===== config.mk =====
export PLATFORM = sky130hd
export DESIGN_NAME = timer_sched_flat
export DESIGN_NICKNAME = d
export VERILOG_FILES = /design/src/rtl/timer_sched_if.sv /design/src/rtl/timer_sched.sv /design/src/flat_wrapper.sv
export SDC_FILE = /design/constraint.sdc
export NUM_CORES = 1
export LEC_CHECK = 0
export ABC_CLOCK_PERIOD_IN_PS = 33300
export CORE_UTILIZATION = 45
export CTS_CLUSTER_DIAMETER = 50
export CTS_CLUSTER_SIZE = 10
export DETAILED_ROUTE_END_ITERATION = 10
export MAX_ROUTING_LAYER = met4
export PLACE_DENSITY = 0.66
export SYNTH_ARGS = -nofsm -noshare
export SYNTH_HDL_FRONTEND = slang
export SYNTH_SLANG_ARGS = --single-unit

===== constraint.sdc =====
create_clock -name clk -period 33.3 [get_ports clk]
set_input_delay 4.995 -clock clk [delete_from_list [all_inputs] [get_ports clk]]
set_output_delay 4.995 -clock clk [all_outputs]
set_load 0.1 [all_outputs]

===== src/rtl/timer_sched_if.sv =====
// wb_bus_t: single-beat Wishbone link between timer_sched (master) and the timer slave.
interface wb_bus_t;
  logic        wb_cyc, wb_stb, wb_we, wb_ack, wb_err;
  logic [31:0] wb_adr, wb_dat_ms, wb_dat_sm;
  logic [3:0]  sel;
  modport master(output wb_cyc, wb_stb, wb_we, wb_adr, wb_dat_ms, sel,
                 input wb_ack, wb_err, wb_dat_sm);
  modport slave(input wb_cyc, wb_stb, wb_we, wb_adr, wb_dat_ms, sel,
                output wb_ack, wb_err, wb_dat_sm);
endinterface


===== src/rtl/timer_sched.sv =====
// timer_sched: multiplexes N_CH absolute deadlines onto one timer CMP register.
module timer_sched #(
  parameter int          N_CH       = 4,
  parameter logic [31:0] TIMER_BASE = 32'h0
) (
  input  logic                    clk,
  input  logic                    rst_i,
  input  logic                    arm_valid_i,
  output logic                    arm_ready_o,
  input  logic [$clog2(N_CH)-1:0] arm_ch_i,
  input  logic [31:0]             arm_deadline_i,
  input  logic [N_CH-1:0]         cancel_i,
  input  logic                    cmp_irq_i,
  output logic [N_CH-1:0]         expired_o,
  output logic [N_CH-1:0]         active_o,
  output logic                    err_o,
  wb_bus_t.master                 wb_bus
);
  typedef enum logic [2:0] {WR_CMP, SETTLE, WAIT, RD_TMR, EXPIRE} state_t;
  state_t          state, nxt;
  logic [31:0]     deadline [N_CH];
  logic [N_CH-1:0] active, exp_mask, arm_hot;
  logic [31:0]     target, now, dat;
  logic            dirty, cyc, we, done, arm_acc, issue_wr, issue_rd;
  assign done        = wb_bus.wb_ack || wb_bus.wb_err;
  assign err_o       = cyc && wb_bus.wb_err;
  assign arm_ready_o = state != EXPIRE;
  assign arm_acc     = arm_valid_i && arm_ready_o;
  assign arm_hot     = arm_acc ? N_CH'(1) << arm_ch_i : '0;
  assign expired_o   = state == EXPIRE ? exp_mask : '0;
  assign active_o    = active;
  always_comb begin
    exp_mask = '0;
    for (int i = 0; i < N_CH; i++) exp_mask[i] = active[i] && deadline[i] <= now;
  end
  // Channels retiring this cycle are excluded so the rewrite after EXPIRE is already correct
  always_comb begin
    target = '1;
    for (int i = 0; i < N_CH; i++)
      if (active[i] && !expired_o[i] && deadline[i] < target) target = deadline[i];
  end
  always_comb begin
    nxt = state;
    case (state)
      WR_CMP:  nxt = cyc && done ? SETTLE : WR_CMP;
      SETTLE:  nxt = WAIT;
      WAIT:    nxt = dirty ? WR_CMP : cmp_irq_i && |active ? RD_TMR : WAIT;
      RD_TMR:  nxt = !(cyc && done) ? RD_TMR : wb_bus.wb_ack ? EXPIRE : WAIT;
      default: nxt = WR_CMP;
    endcase
  end
  // Transfers launch on the edge that enters the state; the post-reset write launches from WR_CMP idle
  assign issue_wr = nxt == WR_CMP && !(state == WR_CMP && cyc);
  assign issue_rd = nxt == RD_TMR && state != RD_TMR;
  always_ff @(posedge clk or posedge rst_i) begin
    if (rst_i) begin
      state  <= WR_CMP;
      cyc    <= 1'b0;
      we     <= 1'b0;
      dat    <= '1;
      now    <= '0;
      active <= '0;
      dirty  <= 1'b0;
      for (int i = 0; i < N_CH; i++) deadline[i] <= '0;
    end else begin
      state  <= nxt;
      cyc    <= issue_wr || issue_rd || (cyc && !done);
      if (issue_wr || issue_rd) we <= issue_wr;
      if (issue_wr) dat <= target;
      if (state == RD_TMR && cyc && wb_bus.wb_ack) now <= wb_bus.wb_dat_sm;
      active <= (active & ~cancel_i & ~expired_o) | arm_hot;
      dirty  <= (dirty && !issue_wr) || arm_acc || |(cancel_i & active & ~arm_hot);
      if (arm_acc) deadline[arm_ch_i] <= arm_deadline_i;
    end
  end
  assign wb_bus.wb_cyc    = cyc;
  assign wb_bus.wb_stb    = cyc;
  assign wb_bus.wb_we     = we;
  assign wb_bus.wb_adr    = TIMER_BASE + (we ? 32'h8 : 32'h4);
  assign wb_bus.wb_dat_ms = dat;
  assign wb_bus.sel       = 4'hF;
endmodule


===== src/flat_wrapper.sv =====
// flat-port wrapper written by rule: the top's interface ports become plain ports
module timer_sched_flat 
#(
  parameter int          N_CH       = 4,
  parameter logic [31:0] TIMER_BASE = 32'h0
)
  (clk, rst_i, arm_valid_i, arm_ready_o, arm_ch_i, arm_deadline_i, cancel_i, cmp_irq_i, expired_o, active_o, err_o, wb_bus_wb_cyc, wb_bus_wb_stb, wb_bus_wb_we, wb_bus_wb_adr, wb_bus_wb_dat_ms, wb_bus_sel, wb_bus_wb_ack, wb_bus_wb_err, wb_bus_wb_dat_sm);
  wb_bus_t wb_bus_i ();
  input  logic clk;
  input  logic rst_i;
  input  logic arm_valid_i;
  output logic arm_ready_o;
  input  logic [$clog2(N_CH)-1:0] arm_ch_i;
  input  logic [31:0] arm_deadline_i;
  input  logic [N_CH-1:0] cancel_i;
  input  logic cmp_irq_i;
  output logic [N_CH-1:0] expired_o;
  output logic [N_CH-1:0] active_o;
  output logic err_o;
  output wire logic [$bits(wb_bus_i.wb_cyc)-1:0] wb_bus_wb_cyc;
  output wire logic [$bits(wb_bus_i.wb_stb)-1:0] wb_bus_wb_stb;
  output wire logic [$bits(wb_bus_i.wb_we)-1:0] wb_bus_wb_we;
  output wire logic [$bits(wb_bus_i.wb_adr)-1:0] wb_bus_wb_adr;
  output wire logic [$bits(wb_bus_i.wb_dat_ms)-1:0] wb_bus_wb_dat_ms;
  output wire logic [$bits(wb_bus_i.sel)-1:0] wb_bus_sel;
  input wire logic [$bits(wb_bus_i.wb_ack)-1:0] wb_bus_wb_ack;
  input wire logic [$bits(wb_bus_i.wb_err)-1:0] wb_bus_wb_err;
  input wire logic [$bits(wb_bus_i.wb_dat_sm)-1:0] wb_bus_wb_dat_sm;
  assign wb_bus_wb_cyc = wb_bus_i.wb_cyc;
  assign wb_bus_wb_stb = wb_bus_i.wb_stb;
  assign wb_bus_wb_we = wb_bus_i.wb_we;
  assign wb_bus_wb_adr = wb_bus_i.wb_adr;
  assign wb_bus_wb_dat_ms = wb_bus_i.wb_dat_ms;
  assign wb_bus_sel = wb_bus_i.sel;
  assign wb_bus_i.wb_ack = wb_bus_wb_ack;
  assign wb_bus_i.wb_err = wb_bus_wb_err;
  assign wb_bus_i.wb_dat_sm = wb_bus_wb_dat_sm;
  timer_sched #(.N_CH(N_CH), .TIMER_BASE(TIMER_BASE)) u_core (.clk(clk), .rst_i(rst_i), .arm_valid_i(arm_valid_i), .arm_ready_o(arm_ready_o), .arm_ch_i(arm_ch_i), .arm_deadline_i(arm_deadline_i), .cancel_i(cancel_i), .cmp_irq_i(cmp_irq_i), .expired_o(expired_o), .active_o(active_o), .err_o(err_o), .wb_bus(wb_bus_i));
endmodule

==> impl_metrics.json <==
{
  "outcome": "complete, no violations",
  "postRouteAntennaNets": 0,
  "cts.sinks": 202,
  "slew_violations": 0,
  "reg2reg_from": "u_core.now[11]",
  "synth_seq_cells": 202,
  "dr.pass1.iters": 5,
  "hold_buffers": 0,
  "total_power_w": 0.001501,
  "period_needed_ns": 12.81,
  "critPathMaxFanout": 46,
  "ctsHtreeMaxLevel": 1,
  "crit_start": "u_core.now[11]",
  "placed_cells": 1952,
  "worst-slew-pin-transition_ns": 1.214,
  "synth_top_area_frac": 0.2911,
  "root_buffer": "clkbuf_16",
  "critPathCaptureType": "flip-flop",
  "powerDensity_mw_per_mm2": 88.60,
  "async_flop_share": 1.000,
  "crit_path_start_kind": "flip-flop",
  "die_area_sq_mm": 0.03320,
  "post_cts_resized": 0,
  "worstHoldPathType": "reg2reg",
  "crit_buf_inv": 6,
  "grt_pass1_wl_um": 68390,
  "antenna_found_initial": 1,
  "grt_start_max_net_pins": 139,
  "place.gp.congestion": 0.9771,
  "synth_edf_count": 0,
  "setup_viol": 0,
  "grt_usage": 0.2739,
  "nFillCells": 2849,
  "drtIter0Drc": 933,
  "busiest_layer": "met2",
  "critPathArrivalTime_ns": 13.28,
  "dieWidth_um": 182.2,
  "cts_buffers": 29,
  "slowest_delay_ns": 0.66,
  "syn_inst": 1473,
  "antenna_cells": 0,
  "relSlewSlack": 0.1829,
  "required_ns": 33.77,
  "drc_errors": 0,
  "yosys-top-cells-area": "dfrtp_1 29%, ha_1 19%, mux2_2 9.9%, dfstp_2 5.8%, a21oi_1 2.8%",
  "cts_tree": "done",
  "dp_hpwl_um": 32650,
  "gr-usage-met3": 0.04869,
  "worst_path_dominant_cell_family": "compound AO/OA/AOI/OAI gates",
  "drive_above_1_share": 0.1454,
  "synth_warnings": 0,
  "grt_pass1_vias": 11695,
  "clock_latency_ns": 0.55,
  "final.period_utilization": 0.3847,
  "crit_top_cell": "a21o_1",
  "syn_area_sq_mm": 0.01461,
  "fp.coreArea_sq_mm": 0.03172,
  "critical_path_class": "reg2reg",
  "postCtsSetupBuffers": 0,
  "grt_overflow": 0,
  "maxCapViolCount": 0,
  "rsz0062_at_grt": "no",
  "vias": 11800,
  "cp_slowest_cell": "nor3b_4",
  "use_met2": 0.4132,
  "area_growth_pct": 15.92,
  "wl_um": 43550,
  "max_freq_mhz": 78.05,
  "layout.nets": 1875,
  "p_leak_nw": 8.034,
  "syn_area_per_cell_sq_um": 9.921,
  "hold_viol": 0,
  "fin_skew_ns": 0.01525,
  "final_cell_count_no_fill": 2005,
  "wl_per_cell_um": 21.72,
  "met1_usage": 0.3776,
  "setup_tns_ns": 0,
  "synth.distinct_cells": 71,
  "via_per_inst": 5.885,
  "seq_area_frac_synth": 0.3486,
  "peakVddDrop_mv": 0.07705,
  "initial_core_util": 0.4607,
  "die_height_um": 182.2,
  "synthFlopType": "dfrtp_1",
  "cts_buffer_depth": 3,
  "io_pins": 157,
  "hp-start": "u_core.wb_bus.wb_dat_ms[2]",
  "cts.reportedPaths.clkPinSlew_ns": 0.06,
  "synth_area_leader_cell": "dfrtp_1",
  "rows": 65,
  "port_buffers": 122
}
-- cell usage after synthesis (31+ instances only) --
cell / n
dfrtp_1: 170
dfstp_2: 32
buf_4: 40
a21oi_1: 83
nand2_1: 110
o21ai_0: 72
ha_1: 218
nand4_1: 57
nor2_1: 62
mux2_2: 128
a21o_1: 42
inv_1: 105
clkbuf_1: 34
nor3_1: 42
mux2i_1: 31
-- final timing paths --
kind	slack, ns	to	cells after the start
worst max register to register	20.49	u_core.wb_bus.wb_dat_ms[17]	47
worst min-delay path	0.47	u_core.wb_bus.wb_dat_ms[2]	2
worst min register to register	0.47	u_core.wb_bus.wb_dat_ms[2]	2
min in group asynchronous	5.04	u_core.deadline[6]	2
max in group asynchronous	26.77	u_core.deadline[117]	3
worst max-delay path	20.49	u_core.wb_bus.wb_dat_ms[17]	47
-- cell usage in the layout (no fill, tap or decap), types with 4 or more instances in the layout --
master	instances
ha_1	218
dfrtp_1	170
mux2_2	128
clkdlybuf4s50_1	122
nand2_1	110
inv_1	104
a21oi_1	83
o21ai_0	72
nor2_1	60
nand4_1	57
a21o_1	42
nor3_1	41
conb_1	34
dfstp_2	32
mux2i_1	31
o22a_1	30
a22o_1	30
clkbuf_16	29
nor2b_1	15
nand3_1	15
buf_4	13
o21a_1	12
nor4_1	12
clkbuf_1	12
o21ai_1	9
a31oi_1	7
a211oi_1	7
a2111oi_0	6
a22oi_1	6
o211ai_1	5
nand2b_1	5
or4_1	5
and2_1	4
and3_1	4
o21bai_1	4
-- cells by family after synthesis --
group / after synthesis / share of synthesized area
muxes: 159 / 0.1199
DFF: 202 / 0.3486
adders and majority gates: 219 / 0.1873
buffers and inverters: 197 / 0.06361
AOI/OAI and AO/OA: 344 / 0.1602
other: 2 / 0.0005139
and+or+nand+nor: 350 / 0.1199
-- tightest hold or removal path, cell delays in order (launching register included) --
cell and delay [ns]:
dfstp_2 0.37, nand2_1 0.04, o21ai_1 0.05
-- routing by layer --
metal	vias to the layer above	routed length, um
met5	-	0
met4	0	1079
met3	75	2944
met2	392	19040
met1	5737	20490
li1	5596	-
-- through the flow --
| stage | instance area, sq um | util | hold WS [ns] | worst slack (ns) |
|---|---|---|---|---|
| 2_1_floorplan | 14730 | - | 0.4918 | 22.53 |
| 5_1_grt | 16940 | 0.5341 | 0.4927 | 19.65 |
| 4_1_cts | 16940 | 0.5341 | 0.4717 | 20.66 |
| 3_3_place_gp | 16060 | 0.5064 | 0.4581 | 20.93 |
| 3_5_place_dp | 16060 | 0.5064 | 0.4632 | 20.74 |
| 6_report | 16940 | 0.5341 | 0.4672 | 20.49 |
-- sequential cells by signal (all words and copies together) (netlist names) --
signal / count
u_core.wb_bus.wb_cyc: 1
u_core.state: 3
u_core.deadline: 128
u_core.now: 32
u_core.wb_bus.wb_we: 1
u_core.active_o: 4
u_core.wb_bus.wb_dat_ms: 32
u_core.dirty: 1
-- layout make-up --
class	instances	area, sq um	area share
clock buffer	44	812.0	0.04793
sequential	202	5095	0.3007
tap	402	503.0	0.02969
inverter	107	411.6	0.02430
timing repair buffer	135	1319	0.07784
multi-input combinational	1106	8733	0.5155
clock inverter	9	67.56	0.003988
-- power by group --
group	internal [W]	switching, W	total [W]
logic	0.000288	0.000516	0.000804
registers	0.000337	0.0000762	0.000413
clock network	0.000168	0.000116	0.000284
total	0.000793	0.000708	0.00150
Note: power is estimated with default switching activity, not from simulation.
